<file path="src/rtl/pipe_stall_ctrl.sv">
// Purpose : central stall/flush controller for the five-stage pipeline; defers flushes
//           behind outstanding memory accesses, watchdogs long memory waits into a
//           bus-error flush and counts stalled cycles.
// Latency : stall is combinational from the requests (0 cycles); flush/new_pc/bus_err
//           are registered (flush one cycle after an accepted request).
// Backpressure: stallreq_mem defers a flush (PEND) until it drops or the watchdog fires.
// Ports   : clk, rst (sync, active-high); stallreq_if/id/ex/mem stage requests;
//           flush_req + flush_pc redirect request; stall[5:0] per-stage hold vector;
//           flush/new_pc redirect strobe; bus_err watchdog flush marker;
//           stall_cycles saturating stalled-cycle count.
module pipe_stall_ctrl #(
    parameter int unsigned  TIMEOUT_CYCLES = 255,
    parameter logic [31:0]  EXC_VECTOR     = 32'h0000_0020
) (
    input  logic        clk,
    input  logic        rst,
    input  logic        stallreq_if,
    input  logic        stallreq_id,
    input  logic        stallreq_ex,
    input  logic        stallreq_mem,
    input  logic        flush_req,
    input  logic [31:0] flush_pc,
    output logic [5:0]  stall,
    output logic        flush,
    output logic [31:0] new_pc,
    output logic        bus_err,
    output logic [31:0] stall_cycles
);

    localparam logic [15:0] WD_LAST = 16'(TIMEOUT_CYCLES - 1);

    typedef enum logic [1:0] {
        ST_RUN   = 2'd0,
        ST_PEND  = 2'd1,
        ST_FLUSH = 2'd2
    } state_t;

    state_t      state_q, state_d;
    logic [31:0] pc_q, pc_d;
    logic [31:0] new_pc_q, new_pc_d;
    logic        bus_err_q, bus_err_d;
    logic [15:0] wd_cnt_q, wd_cnt_d;
    logic [31:0] stall_cycles_q, stall_cycles_d;

    logic [5:0]  stall_raw;
    logic        timeout;
    logic        take;
    logic [31:0] target_pc;

    // Deepest requester wins; each deeper stage also holds everything upstream of it.
    always_comb begin
        stall_raw = 6'b000000;
        if (stallreq_mem) begin
            stall_raw = 6'b011111;
        end else if (stallreq_ex) begin
            stall_raw = 6'b001111;
        end else if (stallreq_id) begin
            stall_raw = 6'b000111;
        end else if (stallreq_if) begin
            stall_raw = 6'b000011;
        end
    end

    // During the flush cycle every register must be free to load the bubble.
    assign stall = (state_q == ST_FLUSH) ? 6'b000000 : stall_raw;

    always_comb begin
        stall_cycles_d = stall_cycles_q;
        if ((stall != 6'b000000) && (stall_cycles_q != 32'hFFFF_FFFF)) begin
            stall_cycles_d = stall_cycles_q + 32'd1;
        end
    end

    // Watchdog: counts the current unbroken run of memory wait cycles; the flush
    // cycle itself restarts the count so back-to-back timeouts are spaced evenly.
    always_comb begin
        if (!stallreq_mem || (state_q == ST_FLUSH)) begin
            wd_cnt_d = 16'd0;
        end else begin
            wd_cnt_d = wd_cnt_q + 16'd1;
        end
    end

    assign timeout = stallreq_mem && (wd_cnt_q == WD_LAST);

    // A flush is wanted if one is requested now or one is already parked in PEND;
    // a fresh request replaces the parked target.
    assign take      = flush_req || (state_q == ST_PEND);
    assign target_pc = flush_req ? flush_pc : pc_q;

    always_comb begin
        state_d   = ST_RUN;
        pc_d      = flush_req ? flush_pc : pc_q;
        new_pc_d  = new_pc_q;
        bus_err_d = 1'b0;
        if (timeout) begin
            // Bus error beats any parked or simultaneous redirect.
            state_d   = ST_FLUSH;
            new_pc_d  = EXC_VECTOR;
            bus_err_d = 1'b1;
        end else if (take && !stallreq_mem) begin
            state_d  = ST_FLUSH;
            new_pc_d = target_pc;
        end else if (take) begin
            state_d = ST_PEND;
        end
    end

    always_ff @(posedge clk) begin
        if (rst) begin
            state_q        <= ST_RUN;
            pc_q           <= 32'h0;
            new_pc_q       <= 32'h0;
            bus_err_q      <= 1'b0;
            wd_cnt_q       <= 16'd0;
            stall_cycles_q <= 32'h0;
        end else begin
            state_q        <= state_d;
            pc_q           <= pc_d;
            new_pc_q       <= new_pc_d;
            bus_err_q      <= bus_err_d;
            wd_cnt_q       <= wd_cnt_d;
            stall_cycles_q <= stall_cycles_d;
        end
    end

    assign flush        = (state_q == ST_FLUSH);
    assign new_pc       = new_pc_q;
    assign bus_err      = bus_err_q;
    assign stall_cycles = stall_cycles_q;

endmodule

</file>
<file path="config.mk">
export PLATFORM = sky130hd
export DESIGN_NAME = pipe_stall_ctrl
export DESIGN_NICKNAME = d
export VERILOG_FILES = /design/src/rtl/pipe_stall_ctrl.sv
export SDC_FILE = /design/constraint.sdc
export NUM_CORES = 1
export LEC_CHECK = 0
export ABC_CLOCK_PERIOD_IN_PS = 2800
export CAP_MARGIN = 25
export CORE_MARGIN = 2
export CORE_UTILIZATION = 45
export CTS_CLUSTER_SIZE = 12
export DETAILED_ROUTE_END_ITERATION = 7
export PLACE_DENSITY = 0.81
export SYNTH_ARGS = -nofsm -noshare
export SYNTH_HDL_FRONTEND = slang
export SYNTH_SLANG_ARGS = --single-unit
</file>
<file path="constraint.sdc">
create_clock -name clk -period 2.8 [get_ports clk]
set_clock_uncertainty 0.15 [all_clocks]
set_input_delay 0.7 -clock clk [delete_from_list [all_inputs] [get_ports clk]]
set_output_delay 0.7 -clock clk [all_outputs]
set_load 0.05 [all_outputs]
</file>
==> results.txt, run 1 <==
commonest non-fill, non-tap cells in the layout: dfxtp_1 (115), clkdlybuf4s50_1 (99), nor2_1 (98), a211oi_1 (34), mux2i_1 (33)
Worst setup SP type: flip-flop
Critical R2R Capture: stall_cycles[30]
Pins Over Slew Limit: 0
commonest non-fill, non-tap cell in the layout: dfxtp_1
CTS tree: done
Tmin final: 2.73 ns
Die Area: 0.0110 sq mm
Synth-to-Final Area Change: 43.3%
MaxCap Viol Count: 0
Synth Register Bits: 115
grt ovf: 0
# setup viols final: 0
proportion of synthesized chip area in sequential cells: 50.1%
Hold Slack: 0.312 ns
Hold-fix buffers, CTS: 0
global-route wire length before repair: 18900 um
Netlist Area Pre-Place: 0.00459 sq mm
Antenna Violating Nets Remaining: 0
pwr dens: 680 mW/mm^2
Critical Path RT: 1.95 ns
CP bufs+invs: 2
final hold viol count: 0
Crit Path Max Fanout: 3
Avg Inst Size Synth: 9.23 sq um
largest net degree at the start of global routing: 48
Hold Path Depth: 1
number of global-route vias before repair: 4047
R2R setup slack: 0.33 ns
total track usage: 21.1%
Setup Buffers After CTS: 0
Worst Hold End: wd_cnt_q[0]
Clock Sink Count: 115
# port buffers: 109
Top FF cell, synth: dfxtp_1
Post-Route Utilization: 66.8%
Synth warnings: 0
Reg2Reg Depth: 5
status: completed
1st-iter DRT viols: 169
Ports: 111
GP Congestion: 0.815
Least-Margin Pin Slew: 0.623 ns
f_max: 0.366 GHz
Crit path arrival time: 1.88 ns
final WL: 11500 um
vias per cell: 5.32
CP max stage delay: 0.81 ns
worst min-delay path category: reg -> reg
hold_sp: wd_cnt_q[0]
slowest CP cell: clkdlybuf4s50_1
core area: 0.00986 sq mm
initial core utilization: 46.6%
Wirelength per Cell: 15.1 um
Setup Total Neg Slack: 0 ns
Syn Inst Count: 498
setup ws final: 0.0670 ns
Reg2Reg Launch Point: stall_cycles[6]
row cnt: 36
post-synthesis async set-or-reset flop share: 0%
DRC Markers: 0
# fillers: 749
Die Ht: 105 um
number of synthesized flops with an enable pin: 0
family with the most delay on the worst path: buffers and inverters
fin nets: 661
layout cells sized above 1: 11.9%
Crit Path Class: reg -> out
worst-skew pair later-pin latency: 0.50 ns
First-pass DRT Iterations: 4
dpl hpwl: 7620 um
Bufs on Longest Clock Path: 2
Rel. slew slack: 58.4%
RSZ-0062 raised after global routing: false
# H-tree levels: 4
syn nets: 540
initial antenna violation count: 0
vias post-DR: 4072
Setup Slack @ Placement: -0.143 ns
die width: 105 um
ANT cells: 0
Crit. End Element: output pin
post-route clock period utilization: 97.6%
final total power: 4.48 mW
Num CTS Buffers: 17
Leak Pwr: 2.48 nW
clk slew on worst S/H paths: 0.06 ns
worst-path cell chain: nand2b_1 > inv_1 > clkdlybuf4s50_1
post-synth cell types: 39
VDD IR max: 0.336 mV
CTS Root Cell: clkbuf_8
==> cells by family (layout without fill, tap and decap cells) <==
family / Yosys count / after routing / share of synthesized area (%)
flops: 115 / 115 / 50.1
buf+inv: 38 / 172 / 3.30
mux: 39 / 39 / 8.66
other cells: 1 / 1 / 0.0816
compound gates: 77 / 77 / 10.9
fa+ha+maj: 3 / 3 / 0.817
simple gates: 202 / 202 / 21.8
xor+xnor: 23 / 23 / 4.38
==> worst max path at each step <==
stage	to	startpoint	slack (ns)	cells past startpoint
floorplan	stall[1]	stallreq_if	0.03	5
global placement	stall[0]	stallreq_id	-0.15	5
detailed placement	stall[1]	stallreq_id	-0.14	5
CTS	stall[1]	stallreq_if	0.004	5
global route	flush	state_q[0]	0.01	3
finish	flush	state_q[0]	0.07	3
==> state kept, by name, summed over array words and instances, names as in the netlist <==
name	flops
bus_err	1
stall_cycles	32
new_pc	32
wd_cnt_q	16
state_q	2
pc_q	32
==> cell usage after synthesis, types with 8 or more instances <==
| master | number | area, sq um |
|---|---|---|
| a211oi_1 | 34 | 255 |
| a21oi_1 | 21 | 105 |
| buf_1 | 8 | 30.0 |
| clkbuf_1 | 19 | 71.3 |
| dfxtp_1 | 115 | 2300 |
| inv_1 | 8 | 30.0 |
| mux2i_1 | 33 | 330 |
| nand2_1 | 13 | 48.8 |
| nand3_1 | 14 | 70.1 |
| nand4_1 | 15 | 93.8 |
| nor2_1 | 99 | 372 |
| nor4_1 | 9 | 56.3 |
| o21ai_0 | 10 | 50.1 |
| or3_1 | 11 | 68.8 |
| xnor2_1 | 16 | 140 |
==> power breakdown <==
part	switching, mW	internal [mW]	total [mW]
Clock	0.752	1.47	2.22
Combinational	0.315	0.203	0.518
Sequential	0.0359	1.71	1.74
Total	1.10	3.38	4.48
==> final cells by class <==
| cell class | instances | area (sq um) | area share, % |
|---|---|---|---|
| Sequential cell | 115 | 2300 | 35.0 |
| Clock buffer | 19 | 432 | 6.56 |
| Inverter | 8 | 30.0 | 0.456 |
| Tap cell | 133 | 166 | 2.53 |
| Timing Repair Buffer | 132 | 1310 | 19.9 |
| Multi-Input combinational cell | 345 | 2160 | 32.8 |
| Clock inverter | 13 | 184 | 2.79 |
==> metrics by stage <==
stage | instances | cell area (sq um)
after detailed placement | 733 | 5950
after global routing | 765 | 6590
final | 765 | 6590
after floorplan | 498 | 4590
after CTS | 765 | 6580
after global placement | 733 | 5950
==> routing by layer <==
metal  vias to the layer above  wire length [um]  GRT usage (%)
li1                       2010                 -              -
met1                      1931              5100           25.3
met2                       116              5690           36.5
met3                        15               566           5.55
met4                         0               165           7.24
met5                         -                 0              0
==> what timing repair did <==
| item | CTS | global route |
|---|---|---|
| pin swaps | 2 | 1 |
| gates resized for setup | 8 | 1 |
| setup endpoints to repair | 2 | 2 |
==> worst register-to-register path: cells and delay by family, from the launching register on <==
family | cells | cell delay, ns
AO/OA/AOI/OAI | 1 | 0.18
flip-flops | 1 | 0.45
AND/OR/NAND/NOR | 4 | 1.62
Note: power is estimated with default switching activity, not from simulation.
==> inputs of run 2 (changes only) <==
--- a/config.mk
+++ b/config.mk
@@ -12,6 +12,8 @@
 export CTS_CLUSTER_SIZE = 12
 export DETAILED_ROUTE_END_ITERATION = 7
 export PLACE_DENSITY = 0.81
+export SETUP_SLACK_MARGIN = 0.5
+export SKIP_CTS_REPAIR_TIMING = 1
 export SYNTH_ARGS = -nofsm -noshare
 export SYNTH_HDL_FRONTEND = slang
 export SYNTH_SLANG_ARGS = --single-unit
==> results.txt, run 2 (same netlist as run 1, synthesis figures left out) <==
status: completed
Post-Layout Cell Count: 765 (unchanged)
dpl hpwl: 7640 um (+0.35%)
# port buffers: 109 (unchanged)
grt ovf: 0 (unchanged)
total track usage: 21.1% (about the same)
Pins Over Slew Limit: 0 (unchanged)
Reg2Reg Depth: 5 (unchanged)
clk slew on worst S/H paths: 0.06 ns (about the same)
Num CTS Buffers: 17 (unchanged)
multi-input logic area: 0.00223 sq mm (+3.1%)
Die Area: 0.0110 sq mm (unchanged)
Clock Sink Count: 115 (unchanged)
1st-iter DRT viols: 205 (+21%)
largest net degree at the start of global routing: 40 (-17%)
Tmin final: 2.46 ns (-0.268 ns)
Storage cell area: 0.00237 sq mm (+2.8%)
vias post-DR: 4087 (+0.37%)
ANT cells: 0 (unchanged)
worst min-delay path category: reg -> reg
CTS Root Cell: clkbuf_8
number of global-route vias before repair: 4000 (-1.2%)
family with the most delay on the worst path: simple AND/OR/NAND/NOR gates
Crit Path Max Fanout: 2 (-1)
Worst Hold End: wd_cnt_q[0]
global-route wire length before repair: 18900 um (-0.15%)
Setup Total Neg Slack: 0 ns (unchanged)
sequential share of power: 40.7% (+1.8 points)
post-route clock period utilization: 88.0% (-9.6 points)
R2R setup slack: 0.54 ns (+0.21 ns)
Critical Path RT: 1.95 ns (about the same)
Reg2Reg Launch Point: stall_cycles[10]
Wirelength per Cell: 15.3 um (+1.4%)
pwr dens: 627 mW/mm^2 (-7.8%)
Post-Route Utilization: 68.9% (+2.1 points)
row cnt: 36 (unchanged)
Clock power frac: 47.1% (-2.4 points)
hold_sp: wd_cnt_q[0]
Least-Margin Pin Slew: 0.605 ns (-0.0185 ns)
Net Sw Frac: 27.3% (+2.6 points)
die width: 105 um (unchanged)
final WL: 11700 um (+1.4%)
Int Power: 3.10 mW (-8.2%)
Antenna Violating Nets Remaining: 0 (unchanged)
initial core utilization: 46.6% (unchanged)
layout cells sized above 1: 19.3% (+7.4 points)
CTS tree: done
Synth-to-Final Area Change: 47.8%
placed cells: 729 (-0.55%)
GP Congestion: 0.843 (+3.5%)
switching pwr: 1.16 mW (+5.3%)
MaxCap Viol Count: 0 (unchanged)
Crit. End Element: output pin
Die Ht: 105 um (unchanged)
worst-path cell chain: buf_6 > or4_4 > nand2_4 > inv_4 > buf_8
Bufs on Longest Clock Path: 2 (unchanged)
First-pass DRT Iterations: 5 (+1)
f_max: 0.406 GHz (+11%)
vias per cell: 5.34 (+0.37%)
Gate power share: 12.2% (+0.6 points)
CP bufs+invs: 3 (+1)
final hold viol count: 0 (unchanged)
worst-skew pair later-pin latency: 0.51 ns (about the same)
CP max stage delay: 0.55 ns (-0.26 ns)
# H-tree levels: 4 (unchanged)
slowest CP cell: or4_4
Critical R2R Capture: stall_cycles[30]
initial antenna violation count: 0 (unchanged)
commonest non-fill, non-tap cells in the layout: nor2_1 (96), dfxtp_1 (86), dlymetal6s2s_1 (64), a211oi_1 (34), mux2i_1 (33)
# fillers: 708 (-5.5%)
core area: 0.00986 sq mm (unchanged)
Crit path arrival time: 1.61 ns (-0.27 ns)
Hold Path Depth: 1 (unchanged)
fin nets: 661 (unchanged)
Leak Pwr: 3.58 nW (+45%)
# setup viols final: 0 (unchanged)
DRC Markers: 0 (unchanged)
commonest non-fill, non-tap cell in the layout: nor2_1
Ports: 111 (unchanged)
VDD IR max: 0.372 mV (+11%)
RSZ-0062 raised after global routing: true
Rel. slew slack: 59.7% (+1.2 points)
Crit Path Class: in -> out
Worst setup SP type: input pin
run 2: changes by cell type in the layout (fill, tap and decap cells not counted), moves of 3 or more:
cell / delta
dfxtp_1: -29
clkdlybuf4s50_1: -67
dlymetal6s2s_1: +63
clkbuf_2: +4
dfxtp_4: +11
inv_6: +9
bufinv_16: -3
dfxtp_2: +18
run 2: final cells by class:
class / count / area share (%)
Clock buffer: 17 / 6.10
Clock inverter: 15 / 2.10
Inverter: 8 / 0.479
Multi-Input combinational cell: 345 / 32.8
Sequential cell: 115 / 34.8
Tap cell: 133 / 2.45
Timing Repair Buffer: 132 / 21.3
run 2: stage by stage:
step / setup slack (ns) / power, mW / hold WS (ns) / cell area (sq um)
after CTS: -0.101 / 4.29 / 0.320 / 6560
after detailed placement: -0.0976 / 2.28 / 0.306 / 6000
after floorplan: 0.0369 / 2.08 / 0.275 / 4690
final: 0.335 / 4.26 / 0.331 / 6790
after global placement: -0.0475 / 2.27 / 0.286 / 6000
after global routing: 0.321 / 4.42 / 0.359 / 6790
run 2: worst max-delay path by stage:
| stage | endpoint | from | slack (ns) | cells past startpoint |
|---|---|---|---|---|
| final | stall[1] | stallreq_id | 0.34 | 5 |
| after global routing | stall[1] | stallreq_id | 0.32 | 5 |
| after CTS | stall[1] | stallreq_id | -0.10 | 5 |
| after detailed placement | stall[1] | stallreq_id | -0.1 | 5 |
| after global placement | stall[1] | stallreq_id | -0.05 | 5 |
| after floorplan | stall[1] | stallreq_if | 0.04 | 5 |
run 2: layer usage:
layer | up-vias | global-route usage [%] | part of all wire (%)
li1 | 2011 | - | -
met1 | 1929 | 26.0 | 43
met2 | 131 | 34.8 | 49
met3 | 16 | 6.49 | 6.0
met4 | 0 | 7.62 | 1.0
met5 | - | 0 | 0
run 2: power by group through the flow:
stage / clock network, mW / logic (mW) / registers (mW)
after detailed placement: 0 / 0.513 / 1.77
after CTS: 2.04 / 0.517 / 1.74
after floorplan: 0 / 0.184 / 1.90
after global placement: 0 / 0.504 / 1.77
after global routing: 2.12 / 0.557 / 1.74
final: 2.01 / 0.522 / 1.73
==> inputs of run 3 (changes only) <==
--- a/config.mk
+++ b/config.mk
@@ -5,6 +5,7 @@
 export SDC_FILE = /design/constraint.sdc
 export NUM_CORES = 1
 export LEC_CHECK = 0
+export ABC_AREA = 0
 export ABC_CLOCK_PERIOD_IN_PS = 2800
 export CAP_MARGIN = 25
 export CORE_MARGIN = 2
@@ -13,7 +14,6 @@
 export DETAILED_ROUTE_END_ITERATION = 7
 export PLACE_DENSITY = 0.81
 export SETUP_SLACK_MARGIN = 0.5
-export SKIP_CTS_REPAIR_TIMING = 1
 export SYNTH_ARGS = -nofsm -noshare
 export SYNTH_HDL_FRONTEND = slang
 export SYNTH_SLANG_ARGS = --single-unit
==> results.txt, run 3 (same netlist as run 1, synthesis figures left out) <==
pwr dens: 645 mW/mm^2 (+2.8%)
Clock Sink Count: 115 (unchanged)
# port buffers: 109 (unchanged)
setup ws final: 0.341 ns (+0.00511 ns)
Crit path arrival time: 1.61 ns (about the same)
post-route clock period utilization: 87.8% (-0.18 points)
CTS tree: done
Critical Path RT: 1.95 ns (about the same)
f_max: 0.407 GHz (+0.21%)
final WL: 11600 um (-1.1%)
Synth-to-Final Area Change: 43.2%
Levels on crit path: 5 (unchanged)
Rel. slew slack: 58.0% (-1.6 points)
Bufs on Longest Clock Path: 2 (unchanged)
DRC Markers: 0 (unchanged)
Hold-fix buffers, CTS: 0
met2 WL post-DR: 5650 um (-2.3%)
core area: 0.00986 sq mm (unchanged)
commonest non-fill, non-tap cells in the layout: nor2_1 (96), dfxtp_1 (86), a211oi_1 (34), mux2i_1 (33), clkdlybuf4s50_1 (32)
DRT met1 WL: 5100 um (+0.33%)
CP max stage delay: 0.54 ns (about the same)
GP Congestion: 0.843 (unchanged)
First-pass DRT Iterations: 4 (-1)
total track usage: 21.4% (+0.32 points)
Reg2Reg Depth: 5 (unchanged)
global-route wire length before repair: 19200 um (+1.4%)
die width: 105 um (unchanged)
initial antenna violation count: 0 (unchanged)
Wirelength per Cell: 15.1 um (-1.3%)
placed cells: 729 (unchanged)
worst-path cell chain: buf_6 > or4_4 > nand2_4 > inv_4 > buf_8
Hold Path Depth: 1 (unchanged)
Post-Route Utilization: 66.7% (-2.2 points)
final hold viol count: 0 (unchanged)
# setup viols final: 0 (unchanged)
VDD IR max: 0.371 mV (-0.29%)
Ports: 111 (unchanged)
Net Sw Frac: 27.4% (+0.18 points)
final total power: 4.24 mW (-0.43%)
layout cells sized above 1: 21.3% (+2.0 points)
sequential share of power: 40.9% (+0.2 points)
RSZ-0062 raised after global routing: true
dpl hpwl: 7640 um (unchanged)
Clock power frac: 47.4% (+0.3 points)
Post-Layout Cell Count: 767 (+0.26%)
Setup Slack @ Placement: -0.0976 ns (unchanged)
Tmin final: 2.46 ns (-0.00511 ns)
Die Area: 0.0110 sq mm (unchanged)
row cnt: 36 (unchanged)
Num CTS Buffers: 17 (unchanged)
Least-Margin Pin Slew: 0.630 ns (+0.0247 ns)
Worst setup SP type: input pin
slowest CP cell: or4_4
# H-tree levels: 4 (unchanged)
Crit Path Max Fanout: 2 (unchanged)
family with the most delay on the worst path: simple AND/OR/NAND/NOR gates
Top Layer Used: met4
Crit. End Element: output pin
commonest non-fill, non-tap cell in the layout: nor2_1
largest net degree at the start of global routing: 40 (unchanged)
initial core utilization: 46.6% (unchanged)
Gate power share: 11.8% (-0.4 points)
CP bufs+invs: 3 (unchanged)
CTS Root Cell: clkbuf_8
clk slew on worst S/H paths: 0.06 ns (about the same)
Crit Path Class: in -> out
MaxCap Viol Count: 0 (unchanged)
grt ovf: 0 (unchanged)
routed wl met3: 676 um (-3.6%)
vias post-DR: 4104 (+0.42%)
ANT cells: 0 (unchanged)
switching pwr: 1.16 mW (+0.23%)
vias per cell: 5.35 (+0.15%)
Int Power: 3.08 mW (-0.67%)
worst-skew pair later-pin latency: 0.51 ns (about the same)
Leak Pwr: 2.66 nW (-26%)
number of global-route vias before repair: 4016 (+0.40%)
1st-iter DRT viols: 192 (-6.3%)
Pins Over Slew Limit: 0 (unchanged)
status: completed
worst min-delay path category: reg -> reg
Die Ht: 105 um (unchanged)
fin nets: 663 (+0.30%)
Antenna Violating Nets Remaining: 0 (unchanged)
-- run 3: metal layers --
layer  global-route usage, %  up-vias
met5                       0        -
li1                        -     2022
met1                    26.2     1926
met4                    7.24        0
met2                    35.9      140
met3                    6.36       16
-- run 3: power groups by stage --
stage	combinational (mW)	clock [mW]	sequential [mW]
floorplan	0.184	0	1.90
global placement	0.504	0	1.77
detailed placement	0.513	0	1.77
CTS	0.498	2.04	1.73
global route	0.535	2.12	1.74
finish	0.500	2.01	1.73
-- run 3: final timing paths --
kind              startpoint  slack (ns)               end
max              stallreq_if        0.34          stall[1]
min              wd_cnt_q[0]        0.32       wd_cnt_q[0]
max reg2reg  stall_cycles[8]        0.55  stall_cycles[30]
min reg2reg      wd_cnt_q[0]        0.32       wd_cnt_q[0]
-- run 3: stage by stage --
step / area, sq um / hold WS, ns / setup TNS, ns
after CTS: 6550 / 0.320 / 0
after global placement: 6000 / 0.286 / -0.0949
after floorplan: 4690 / 0.275 / 0
after detailed placement: 6000 / 0.306 / -0.427
final: 6580 / 0.325 / 0
after global routing: 6580 / 0.360 / 0
-- run 3: worst reg2reg max path: stages, from the launching register on --
cell     delay, ns
dfxtp_4       0.37
nand4_1       0.14
or3_4         0.46
or3_4         0.42
or4_1         0.49
a21oi_1       0.15
-- run 3: layout make-up --
cell class | instances | area, sq um
Clock buffer | 17 | 414
Inverter | 8 | 32.5
Sequential cell | 115 | 2370
Multi-Input combinational cell | 345 | 2230
Timing Repair Buffer | 134 | 1230
Fill cell | 772 | 3290
Tap cell | 133 | 166
Clock inverter | 15 | 143
-- run 3: timing repair --
item,CTS,global route
setup endpoints to repair,78,46
resized for setup,102,42
buffers inserted,4,2
pin swaps,2,6
